`config.mk`:
```
export PLATFORM = sky130hd
export DESIGN_NAME = regfile_dump_reader
export DESIGN_NICKNAME = d
export VERILOG_FILES = /design/src/rtl/regfile_dump_reader_pkg.sv /design/src/rtl/regfile_dump_reader.sv
export SDC_FILE = /design/constraint.sdc
export NUM_CORES = 1
export LEC_CHECK = 0
export ABC_AREA = 1
export ABC_CLOCK_PERIOD_IN_PS = 4520
export BUFFER_PORTS_ARGS = -buffer_cell sky130_fd_sc_hd__buf_2
export CAP_MARGIN = 30
export CORE_MARGIN = 5
export CORE_UTILIZATION = 51
export DETAILED_ROUTE_END_ITERATION = 16
export PLACE_DENSITY = 0.81
export SYNTH_ARGS = -nofsm -noshare
export SYNTH_HDL_FRONTEND = slang
export SYNTH_SLANG_ARGS = --single-unit
```
`constraint.sdc`:
```
create_clock -name clk -period 4.52 [get_ports clk]
set_clock_uncertainty 0.2 [all_clocks]
set_input_delay 1.356 -clock clk [delete_from_list [all_inputs] [get_ports clk]]
set_output_delay 1.356 -clock clk [all_outputs]
set_load 0.05 [all_outputs]
```
`src/rtl/regfile_dump_reader_pkg.sv`:
```
// Shared widths and FSM state encoding for the register-file dump reader.
// The width defaults are common with the register file and datapath.
package regfile_dump_reader_pkg;

    localparam int unsigned DATA_W_DEF = 32;
    localparam int unsigned ADDR_W_DEF = 5;

    typedef enum logic [1:0] {
        IDLE = 2'd0,
        READ = 2'd1,
        SEND = 2'd2,
        DONE = 2'd3
    } state_t;

endpackage

```
`src/rtl/regfile_dump_reader.sv`:
```
// Walks a register-file address range through one combinational read port and
// streams each register out as a valid/ready beat, holding freeze while active.
module regfile_dump_reader
    import regfile_dump_reader_pkg::*;
#(
    parameter int unsigned DATA_W = DATA_W_DEF,
    parameter int unsigned ADDR_W = ADDR_W_DEF
) (
    input  logic              clk,
    input  logic              rst,
    input  logic              start,
    input  logic              abort,
    input  logic [ADDR_W-1:0] first_addr,
    input  logic [ADDR_W-1:0] last_addr,
    output logic [ADDR_W-1:0] rd_addr,
    input  logic [DATA_W-1:0] rd_data,
    output logic              freeze,
    output logic              out_valid,
    input  logic              out_ready,
    output logic [DATA_W-1:0] out_data,
    output logic [ADDR_W-1:0] out_index,
    output logic              out_last,
    output logic              busy,
    output logic              done
);

    state_t            state;
    state_t            state_next;
    logic [ADDR_W-1:0] last_q;
    logic              accept;
    logic              handshake;

    always_ff @(posedge clk) begin
        if (rst) begin
            state <= IDLE;
        end else begin
            state <= state_next;
        end
    end

    always_comb begin
        state_next = state;
        accept     = 1'b0;
        handshake  = out_valid && out_ready;
        freeze     = (state == READ) || (state == SEND);
        busy       = (state != IDLE);
        done       = (state == DONE);
        case (state)
            IDLE: begin
                if (start && !abort) begin
                    if (first_addr <= last_addr) begin
                        accept     = 1'b1;
                        state_next = READ;
                    end else begin
                        state_next = DONE;
                    end
                end
            end
            READ: state_next = SEND;
            SEND: begin
                if (handshake) begin
                    state_next = out_last ? DONE : READ;
                end
            end
            DONE: state_next = IDLE;
            default: state_next = IDLE;
        endcase
        // Abort wins over every transition; in IDLE it is simply a no-op.
        if (abort) begin
            state_next = IDLE;
        end
    end

    always_ff @(posedge clk) begin
        if (rst) begin
            last_q    <= '0;
            rd_addr   <= '0;
            out_valid <= 1'b0;
            out_data  <= '0;
            out_index <= '0;
            out_last  <= 1'b0;
        end else begin
            case (state)
                IDLE: begin
                    if (accept) begin
                        last_q  <= last_addr;
                        rd_addr <= first_addr;
                    end
                end
                READ: begin
                    out_data  <= rd_data;
                    out_index <= rd_addr;
                    out_last  <= (rd_addr == last_q);
                    out_valid <= 1'b1;
                end
                SEND: begin
                    // Stopping at last_q keeps rd_addr from wrapping at the top address.
                    if (handshake) begin
                        out_valid <= 1'b0;
                        if (!out_last) begin
                            rd_addr <= rd_addr + ADDR_W'(1);
                        end
                    end
                end
                default: ;
            endcase
            if (abort) begin
                out_valid <= 1'b0;
            end
        end
    end

endmodule

```
==> qor.yml <==
area_delta_synth_final_pct: 26.91
place_congestion: 0.7925
avgSynthCellArea_um2: 7.608
grt_start_max_net_pins: 46
met3WireLength_um: 406
cp_max_fo: 4
cts.sinks: 51
yosys-mux-area-fraction_pct: 0.4430
die_h_um: 76.57
met1Wirelength_um: 2427
hold_viol_final: 0
highest_layer: "met4"
start_util_pct: 52.26
synth_common_cells: "nor2_1, dfxtp_1, o21ai_0, nand2_1, inv_1"
grt_pass1_wl_um: 9722
drv_cap: 0
syn-num-nets: 355
dr.pass1.iters: 5
synth_top_family_by_area: "simple AND/OR/NAND/NOR gates"
ant_nets: 0
syn-cell-area_mm2: 0.002260
cts_tree: "done"
grt_use_total_pct: 19.77
fin_nets: 444
met2RoutedLength_um: 2807
seq_area_frac_synth_pct: 45.18
yosys.area_share.adder_pct: 6.091
tightest_slew_ns: 0.8367
hold_buffers: 0
clk_latency_ns: 0.30
hold-path-endpoint: "last_q[3]"
numCtsBuffers: 5
critPathMaxStageDelay_ns: 0.36
synth_edf_count: 0
worstReg2RegEnd: "out_last"
crit_path_top_delay_cell: "dfxtp_1"
wl_per_cell_um: 12.96
hpwlAfterDp_um: 4228
fin_crit_sh_pct: 65.87
status: "completed"
grt_overflow: 0
grt_pass1_vias: 2219
cp.required_ns: 2.96
r2r_setup_slack_ns: 2.18
synthDominantCellAreaShare_pct: 45.18
cts_buffer_depth: 2
remaining_drc_errors: 0
antenna_cells: 0
hp-start: "last_q[3]"
yosys_warnings: 0
yosys_most_used_dff: "dfxtp_1"
clock_tree.root_cell: "clkbuf_8"
crit_top_cell: "inv_1"
relSlewSlack_pct: 44.22
max_freq_ghz: 0.3359
setup_viol: 0
fp.dieArea_mm2: 0.005862
critPathArrivalTime_ns: 1.42
finalMaxSlewViolations: 0
cts_setup_buffers: 0
ioPinCount: 94
seqPwrFrac_pct: 44.8
synthSimpleGateAreaFrac_pct: 24.25
start_kind: "register"
pwr-share-comb_pct: 26.2
period_needed_ns: 2.977
crit_chain: "inv_1 > ha_1 > inv_1 > buf_2"
critPathKind: "reg2out"
antenna_found_initial: 0
yosys-top-cells-area: "dfxtp_1, nor2_1, o21ai_0"
intPower_mw: 0.7411
synth_compound_area_share_pct: 17.05
min_path_type: "reg2reg"
drt-initial-drc-count: 163
core_mm2: 0.004324
ys_ff_latch: 51
leakage_nw: 1.525
async_flop_share_pct: 0
drive_above_1_share_pct: 29.97
wirelength_um: 5689
fill_cells: 399
hold_depth: 2
yosysMostFrequentCell: "nor2_1"
peakVddDrop_uv: 239.3
fin_hold_ws_ns: 0.2936
clk_pin_slew_ns: 0.08
tns_ns: 0
vias: 2209
synth_top_area_cell: "dfxtp_1"
syn-instance-count: 297
p_sw_mw: 0.3845
pwr-share-clk_pct: 28.9
grt_setup_unrepaired: "no"
synthXorXnorAreaFrac_pct: 0.3876
rr_startpoint: "state[1]"
htree_levels: 2
end_kind: "output pin"
yosys.cell_types.count: 28
post_cts_resized: 0
r2r.worst_path.cells: 7
rows: 24
power_density_mw_per_mm2: 392.5
io_buffers: 93
vias_per_cell: 5.032
die_w_um: 76.57
swShare_pct: 34.16
-- power by group through the flow --
stage               registers (mW)  clock network, mW  logic (mW)
floorplan                    0.618                  0       0.114
global placement             0.514                  0       0.290
detailed placement           0.515                  0       0.296
CTS                          0.505              0.332       0.297
global route                 0.509              0.355       0.322
finish                       0.505              0.326       0.295
-- cells by family after synthesis --
family | Yosys count
buffers and inverters | 39
xor gates and xnor gates | 1
adders and majority gates | 11
muxes | 1
and+or+nand+nor | 122
DFF | 51
AOI/OAI and AO/OA | 72
-- stage by stage --
stage / power, mW / utilization, % / instance area [um2] / instances / setup slack (ns)
floorplan: 0.7317 / - / 2260 / 297 / 1.803
global placement: 0.8040 / 63.60 / 2750 / 431 / 1.625
detailed placement: 0.8110 / 63.60 / 2750 / 431 / 1.558
CTS: 1.133 / 66.32 / 2868 / 439 / 1.538
global route: 1.186 / 66.32 / 2868 / 439 / 1.468
finish: 1.126 / 66.32 / 2868 / 439 / 1.543
-- final cells by class --
type	instances	area (um2)	area share (%)
multi-input combinational	207	1090	38.00
timing repair buffer	94	473.0	16.49
sequential	51	1021	35.60
tap	52	65.06	2.269
inverter	27	101.3	3.534
clock inverter	2	35.03	1.222
clock buffer	6	82.58	2.880
-- worst max-delay path: cells and delay by family, from the launching register on --
kind	cells	cell delay, ns
buf+inv	3	0.55
flops	1	0.36
fa+ha+maj	1	0.21
-- per-layer routing --
metal	track usage, %	up-vias
met4	6.119	0
met2	34.85	62
li1	-	1137
met1	22.70	1003
met3	6.028	7
met5	0	-
-- sequential cells by signal, indices dropped and copies added (netlist names) --
signal	cells
rd_addr	5
last_q	5
state	2
out_data	32
out_valid	1
out_last	1
out_index	5
-- worst max path at each step --
stage               slack, ns          from  cells after the start         end
global placement         1.63  last_addr[4]                     14  rd_addr[3]
detailed placement       1.56  last_addr[4]                     14  rd_addr[1]
global route             1.47      state[0]                      4        busy
CTS                      1.54      state[0]                      4        busy
finish                   1.54      state[0]                      4        busy
floorplan                1.80  last_addr[4]                     13  rd_addr[3]
-- cell usage in the layout, fill, tap and decap left out, types with 3 or more instances in the layout --
cell type and instances:
o21ai_1 9, nand2_1 27, o21ai_0 35, inv_1 24
nand3_1 7, inv_2 3, clkbuf_8 6, buf_2 93
ha_1 11, nor2_1 76, o22ai_1 3, dfxtp_1 51
nand2_2 3, a21oi_1 18
No activity file was read; power rests on OpenSTA's default activity.
